[src/rtl/if_stage_if.sv]
// Handshake and data bundle between pre-IF, the ICache return path, the
// IF stage and the ID stage.
interface if_stage_if;
    logic [31:0] ps_to_fs_bus;
    logic        ps_req_fire;
    logic        ps_adel;
    logic        inst_data_ok;
    logic [31:0] inst_rdata;
    logic        ds_allowin;
    logic        flush;
    logic        fs_allowin;
    logic [31:0] fs_pc;
    logic        fs_to_ds_valid;
    logic [64:0] fs_to_ds_bus;

    modport master (
        output ps_to_fs_bus, ps_req_fire, ps_adel, inst_data_ok, inst_rdata,
               ds_allowin, flush,
        input  fs_allowin, fs_pc, fs_to_ds_valid, fs_to_ds_bus
    );

    modport slave (
        input  ps_to_fs_bus, ps_req_fire, ps_adel, inst_data_ok, inst_rdata,
               ds_allowin, flush,
        output fs_allowin, fs_pc, fs_to_ds_valid, fs_to_ds_bus
    );
endinterface

[src/rtl/if_stage.sv]
// Instruction-fetch stage: in-order reservation queue pairing ICache returns
// with their PCs, dropping returns of requests cancelled by a flush.
module if_stage #(
    parameter int          DEPTH    = 2,
    parameter logic [31:0] RESET_PC = 32'hbfbffffc
) (
    input  logic     clk,
    input  logic     resetn,
    if_stage_if.slave fs
);
    localparam int PW = (DEPTH > 1) ? $clog2(DEPTH) : 1;
    localparam int CW = PW + 1;
    localparam logic [CW-1:0] DEPTH_C = CW'(DEPTH);

    typedef logic [PW-1:0] ptr_t;

    logic [DEPTH-1:0] vld_r;
    logic [DEPTH-1:0] done_r;
    logic [DEPTH-1:0] adel_r;
    logic [31:0]      pc_r   [DEPTH];
    logic [31:0]      inst_r [DEPTH];
    ptr_t             head_r;
    ptr_t             tail_r;
    logic [CW-1:0]    count_r;
    logic [CW-1:0]    cancel_r;
    logic [31:0]      fs_pc_r;

    logic          allowin_s;
    logic          alloc_s;
    logic          pop_s;
    logic          fill_s;
    logic          pend_any_s;
    ptr_t          fill_idx_s;
    ptr_t          wr_idx_s;
    logic [CW-1:0] pend_cnt_s;
    logic [CW:0]   cancel_sum_s;
    logic [CW-1:0] flush_cancel_s;

    // Handshake decode and outputs taken straight from the head entry
    always_comb begin
        allowin_s         = (count_r < DEPTH_C);
        alloc_s           = (fs.ps_req_fire | fs.ps_adel) & allowin_s;
        fs.fs_allowin     = allowin_s;
        fs.fs_pc          = fs_pc_r;
        fs.fs_to_ds_valid = vld_r[head_r] & done_r[head_r];
        fs.fs_to_ds_bus   = {adel_r[head_r], pc_r[head_r], inst_r[head_r]};
        pop_s             = vld_r[head_r] & done_r[head_r] & fs.ds_allowin & ~fs.flush;
        // The redirect allocated during a flush lands in slot 0 of the emptied queue
        wr_idx_s          = fs.flush ? ptr_t'(0) : tail_r;
    end

    // Oldest pending entry (fill target) and number of pending entries
    always_comb begin
        pend_any_s = 1'b0;
        fill_idx_s = head_r;
        pend_cnt_s = '0;
        for (int i = 0; i < DEPTH; i++) begin
            pend_cnt_s = pend_cnt_s + CW'(vld_r[i] & ~done_r[i]);
            if (!pend_any_s && vld_r[head_r + ptr_t'(i)] && !done_r[head_r + ptr_t'(i)]) begin
                pend_any_s = 1'b1;
                fill_idx_s = head_r + ptr_t'(i);
            end else begin
                pend_any_s = pend_any_s;
            end
        end
        fill_s = fs.inst_data_ok & (cancel_r == '0) & pend_any_s;
    end

    // Cancel count after a flush: returns still owed, less the one arriving now
    always_comb begin
        cancel_sum_s = (CW+1)'(cancel_r) + (CW+1)'(pend_cnt_s);
        if (fs.inst_data_ok && (cancel_sum_s != '0)) begin
            cancel_sum_s = cancel_sum_s - (CW+1)'(1);
        end else begin
            cancel_sum_s = cancel_sum_s;
        end
        // Saturate so that repeated flushes cannot wrap the counter
        if (cancel_sum_s[CW]) begin
            flush_cancel_s = '1;
        end else begin
            flush_cancel_s = cancel_sum_s[CW-1:0];
        end
    end

    // Queue state, pointers, cancel counter and fs_pc
    always_ff @(posedge clk or negedge resetn) begin
        if (!resetn) begin
            vld_r    <= '0;
            done_r   <= '0;
            adel_r   <= '0;
            head_r   <= '0;
            tail_r   <= '0;
            count_r  <= '0;
            cancel_r <= '0;
            fs_pc_r  <= RESET_PC;
            for (int i = 0; i < DEPTH; i++) begin
                pc_r[i]   <= 32'h0000_0000;
                inst_r[i] <= 32'h0000_0000;
            end
        end else begin
            if (fs.flush) begin
                vld_r    <= '0;
                head_r   <= '0;
                tail_r   <= alloc_s ? ptr_t'(1) : ptr_t'(0);
                count_r  <= alloc_s ? CW'(1) : CW'(0);
                cancel_r <= flush_cancel_s;
            end else begin
                if (pop_s) begin
                    vld_r[head_r] <= 1'b0;
                    head_r        <= head_r + ptr_t'(1);
                end
                if (alloc_s) begin
                    tail_r <= tail_r + ptr_t'(1);
                end
                count_r <= count_r + CW'(alloc_s) - CW'(pop_s);
                if (fs.inst_data_ok && (cancel_r != '0)) begin
                    cancel_r <= cancel_r - CW'(1);
                end
                if (fill_s) begin
                    done_r[fill_idx_s] <= 1'b1;
                    inst_r[fill_idx_s] <= fs.inst_rdata;
                end
            end
            // A misaligned PC is complete at allocation and never reaches the ICache
            if (alloc_s) begin
                vld_r[wr_idx_s]  <= 1'b1;
                done_r[wr_idx_s] <= fs.ps_adel;
                adel_r[wr_idx_s] <= fs.ps_adel;
                pc_r[wr_idx_s]   <= fs.ps_to_fs_bus;
                inst_r[wr_idx_s] <= 32'h0000_0000;
                fs_pc_r          <= fs.ps_to_fs_bus;
            end
        end
    end
endmodule

[src/flat_wrapper.sv]
// flat-port wrapper written by rule: the top's interface ports become plain ports
module if_stage_flat 
#(
    parameter int          DEPTH    = 2,
    parameter logic [31:0] RESET_PC = 32'hbfbffffc
)
  (clk, resetn, fs_ps_to_fs_bus, fs_ps_req_fire, fs_ps_adel, fs_inst_data_ok, fs_inst_rdata, fs_ds_allowin, fs_flush, fs_fs_allowin, fs_fs_pc, fs_fs_to_ds_valid, fs_fs_to_ds_bus);
  if_stage_if fs_i ();
  input  logic clk;
  input  logic resetn;
  input wire logic [$bits(fs_i.ps_to_fs_bus)-1:0] fs_ps_to_fs_bus;
  input wire logic [$bits(fs_i.ps_req_fire)-1:0] fs_ps_req_fire;
  input wire logic [$bits(fs_i.ps_adel)-1:0] fs_ps_adel;
  input wire logic [$bits(fs_i.inst_data_ok)-1:0] fs_inst_data_ok;
  input wire logic [$bits(fs_i.inst_rdata)-1:0] fs_inst_rdata;
  input wire logic [$bits(fs_i.ds_allowin)-1:0] fs_ds_allowin;
  input wire logic [$bits(fs_i.flush)-1:0] fs_flush;
  output wire logic [$bits(fs_i.fs_allowin)-1:0] fs_fs_allowin;
  output wire logic [$bits(fs_i.fs_pc)-1:0] fs_fs_pc;
  output wire logic [$bits(fs_i.fs_to_ds_valid)-1:0] fs_fs_to_ds_valid;
  output wire logic [$bits(fs_i.fs_to_ds_bus)-1:0] fs_fs_to_ds_bus;
  assign fs_i.ps_to_fs_bus = fs_ps_to_fs_bus;
  assign fs_i.ps_req_fire = fs_ps_req_fire;
  assign fs_i.ps_adel = fs_ps_adel;
  assign fs_i.inst_data_ok = fs_inst_data_ok;
  assign fs_i.inst_rdata = fs_inst_rdata;
  assign fs_i.ds_allowin = fs_ds_allowin;
  assign fs_i.flush = fs_flush;
  assign fs_fs_allowin = fs_i.fs_allowin;
  assign fs_fs_pc = fs_i.fs_pc;
  assign fs_fs_to_ds_valid = fs_i.fs_to_ds_valid;
  assign fs_fs_to_ds_bus = fs_i.fs_to_ds_bus;
  if_stage #(.DEPTH(DEPTH), .RESET_PC(RESET_PC)) u_core (.clk(clk), .resetn(resetn), .fs(fs_i));
endmodule
[config.mk]
export PLATFORM = sky130hd
export DESIGN_NAME = if_stage_flat
export DESIGN_NICKNAME = d
export VERILOG_FILES = /design/src/rtl/if_stage_if.sv /design/src/rtl/if_stage.sv /design/src/flat_wrapper.sv
export SDC_FILE = /design/constraint.sdc
export NUM_CORES = 1
export LEC_CHECK = 0
export ABC_AREA = 1
export BUFFER_PORTS_ARGS = -buffer_cell sky130_fd_sc_hd__buf_4
export CAP_MARGIN = 20
export CORE_MARGIN = 5
export CORE_UTILIZATION = 45
export CTS_CLUSTER_SIZE = 30
export DETAILED_ROUTE_END_ITERATION = 7
export GPL_ROUTABILITY_DRIVEN = 0
export PLACE_DENSITY_LB_ADDON = 0.2
export RECOVER_POWER = 50
export SYNTH_ARGS = -nofsm -noshare
export SYNTH_HDL_FRONTEND = slang
export SYNTH_SLANG_ARGS = --single-unit
[constraint.sdc]
create_clock -name clk -period 3.5 [get_ports clk]
set_clock_uncertainty 0.15 [all_clocks]
set_input_delay 0.875 -clock clk [delete_from_list [all_inputs] [get_ports clk]]
set_output_delay 0.875 -clock clk [all_outputs]
set_load 0.005 [all_outputs]
==> summary.md <==
| Metric | Value |
|---|---|
| RSZ-0062 raised after global routing | false |
| Fin Setup TNS | 0 ps |
| Power Density | 771 mW/mm2 |
| Final Setup Violations | 0 |
| Tmin final | 2920 ps |
| CTS Hold Buffers Added | 0 |
| Initial drt markers | 388 |
| Global-route wire length before repair | 32.2 mm |
| Pins Over Slew Limit | 63 |
| Clock-pin slew on the worst setup and hold paths | 60 ps |
| Hold Path Class | reg2reg |
| Ys async rst share | 100% |
| Switch Pwr | 2.76 mW |
| Clock Latency Late Sink | 420 ps |
| Die Ht | 144 um |
| CTS root buffer | clkbuf_16 |
| DR vias | 6,820 |
| Sequential share of power | 39.5% |
| Initial Util | 45.4% |
| Clk sinks | 172 |
| Sequential fraction of the synthesis area | 53.6% |
| Final std cells w/o fill | 1,423 |
| Failing checks | max-capacitance violations, max-slew violations |
| Number of flops mapped to enable cells by yosys | 0 |
| H-tree levels | 4 |
| Detailed Place HPWL | 12.6 mm |
| Yosys cell types | 26 |
| Gr usage total | 19.2% |
| Switching share of power | 35.9% |
| Max cap viols | 1 |
| Cells after synthesis | 1,040 |
| Layout cells sized above 1 | 20.6% |
| Vias/cell | 4.79 |
| Layout area overhead | 23.2% |
| Total die area | 0.0208 mm2 |
| Max Clk Rate | 0.342 GHz |
| Postcts setup bufs | 0 |
| Yosys warnings | 0 |
| Clock share of power | 23.2% |
| Layout fillers | 1,709 |
| Yosys reg bits | 172 |
| Drt wl/cell | 13.5 um |
| CTS tree | done |
| CP startpoint kind | flop |
| CTS resizes | 0 |
| Worst-margin pin slew | 1660 ps |
| Required time of the critical path | 3650 ps |
| Syn_nets | 1,119 |
| Grt total ovfl | 0 |
| Final net count | 1,260 |
| Cell Area, Synth | 0.00809 mm2 |
| Drt first pass iters | 5 |
| Critical Path AT | 3070 ps |
| Vias in the first global route | 6,540 |
| Endpoint class of the critical path | flop |
| Comb pwr share | 37.4% |
| CTS max path bufs | 2 |
| Antenna diodes | 0 |
| Status | complete, but fails checks |
| Main synth FF type | dfrtp_1 |
| Initial antenna violation count | 0 |
| Slew HR | -11.0% |
| Core ar. | 0.0178 mm2 |
| Final ANT Viol Nets | 0 |
| Port buffer count | 169 |
| I/O pin count | 170 |
| VDD IR max | 0.000412 V |
| Critical path fanouts, max | 5 |
| Clock buffer count from CTS | 17 |
| Post-Route WL | 19.2 mm |
| Crit path kind | reg2reg |
| Static Leak | 5.41 nW |
| # DRC | 0 |
| Number of hold violations in the final report | 0 |
| Synth Area per Inst | 7.78 um2 |
| Int Pwr | 4.92 mW |
| Final worst-path cycle share | 83.5% |
| Rows | 49 |
| Largest net degree at the start of global routing | 70 |
| # placed instances | 1,391 |
| Chip width | 144 um |
[critical path, stage by stage, from the launching register on]
cell,delay (ps)
dfrtp_1,390
nor2_2,160
ha_1,250
ha_1,190
fa_1,500
inv_1,50
ha_1,170
ha_1,170
or2_0,290
a21oi_1,150
o21ai_0,120
o21ai_0,160
nand2_1,60
[flip-flops by register name, indices dropped and copies added, names as in the netlist]
signal	flops
u_core.adel_r	2
u_core.done_r	2
u_core.pc_r	64
u_core.inst_r	64
u_core.count_r	2
u_core.fs.fs_pc	32
u_core.cancel_r	2
u_core.head_r	1
u_core.tail_r	1
u_core.vld_r	2
[cell usage after synthesis (2+ instances only)]
| cell type | instances | area [um2] |
|---|---|---|
| dfrtp_1 | 144 | 3600 |
| o21ai_1 | 10 | 50.1 |
| clkbuf_1 | 32 | 120 |
| buf_2 | 12 | 60.1 |
| ha_1 | 7 | 87.6 |
| dfstp_2 | 28 | 736 |
| buf_6 | 14 | 158 |
| nand2_1 | 414 | 1550 |
| nor2_2 | 2 | 12.5 |
| inv_2 | 3 | 11.3 |
| nand3_1 | 39 | 195 |
| nor2_1 | 102 | 383 |
| o21ai_0 | 98 | 490 |
| a21oi_1 | 34 | 170 |
| xor2_1 | 2 | 17.5 |
| inv_1 | 86 | 323 |
| buf_4 | 4 | 30.0 |
[area by class of cell]
cell class                 count  area (um2)  area share [%]
clock buffer                  22         464            4.65
sequential                   172        4340            43.5
multi-input combinational    716        3040            30.5
clock inverter                10        95.1           0.953
timing repair buffer         185        1410            14.1
tap                          229         287            2.87
inverter                      89         335            3.36
[worst paths after layout]
path	from	to	slack, ps	cells after the start
hold / removal	u_core.adel_r[1]	u_core.adel_r[1]	330	2
min in group asynchronous	resetn	u_core.inst_r[39]	710	1
max in group asynchronous	resetn	u_core.inst_r[49]	680	2
setup reg to reg	u_core.done_r[1]	u_core.cancel_r[1]	580	12
setup / recovery	u_core.done_r[1]	u_core.cancel_r[1]	580	12
hold reg to reg	u_core.adel_r[1]	u_core.adel_r[1]	330	2
[metal layers]
metal  wire length, um  track usage (%)  share of wire (%)  up-vias
met1              8530             26.0                 45     3187
met2              8970             30.1                 47      154
met3              1550             6.78                8.1        6
met5                 0                0                  0        -
li1                  -                -                  -     3473
met4               114             3.87               0.60        0
[cells by family after synthesis]
family	synth area share (%)
and+or+nand+nor	27.0
xor gates and xnor gates	0.325
adders and majority gates	1.33
buffers and inverters	8.72
AOI/OAI and AO/OA	8.97
DFF	53.6
[metrics by stage]
| stage | hold slack (ps) | instance area [um2] | utilization, % | total power, mW | worst slack (ps) |
|---|---|---|---|---|---|
| 6_report | 329 | 9970 | 55.9 | 7.69 | 578 |
| 5_1_grt | 354 | 9970 | 55.9 | 8.39 | 207 |
| 4_1_cts | 302 | 10000 | 56.3 | 7.83 | 565 |
| 3_5_place_dp | 317 | 9480 | 53.1 | 6.01 | 586 |
| 3_3_place_gp | 311 | 9480 | 53.1 | 5.95 | 649 |
| 2_1_floorplan | 292 | 8090 | - | 4.79 | 706 |
[power by group through the flow]
stage | registers [mW] | clock network (mW) | logic [mW]
CTS | 3.03 | 1.84 | 2.96
detailed placement | 3.06 | 0 | 2.95
global route | 3.13 | 1.91 | 3.35
global placement | 3.04 | 0 | 2.91
finish | 3.04 | 1.78 | 2.87
floorplan | 2.99 | 0 | 1.79
[layout by cell type (no fill, tap or decap)]
cell        count
dfstp_2        28
clkinvlp_4      2
o21ai_0       101
clkinv_4        3
nand2_1       414
nand2_4         1
buf_12          4
ha_1            7
clkbuf_16      17
inv_6           1
buf_4         172
o21ai_1         8
nor2_8          1
clkbuf_1        8
clkbuf_8        2
dfrtp_2         1
xnor2_1         1
bufinv_16       1
nand2_2         1
inv_1          85
fa_1            1
or2_0           1
inv_2           3
clkinv_2        3
clkinvlp_2      1
nor2_1        103
a31oi_1         1
nor2_2          1
nand3_1        39
clkbuf_2        4
dfrtp_1       143
a21oi_1        34
xor2_1          2
Power figures use the tool's default switching activity.
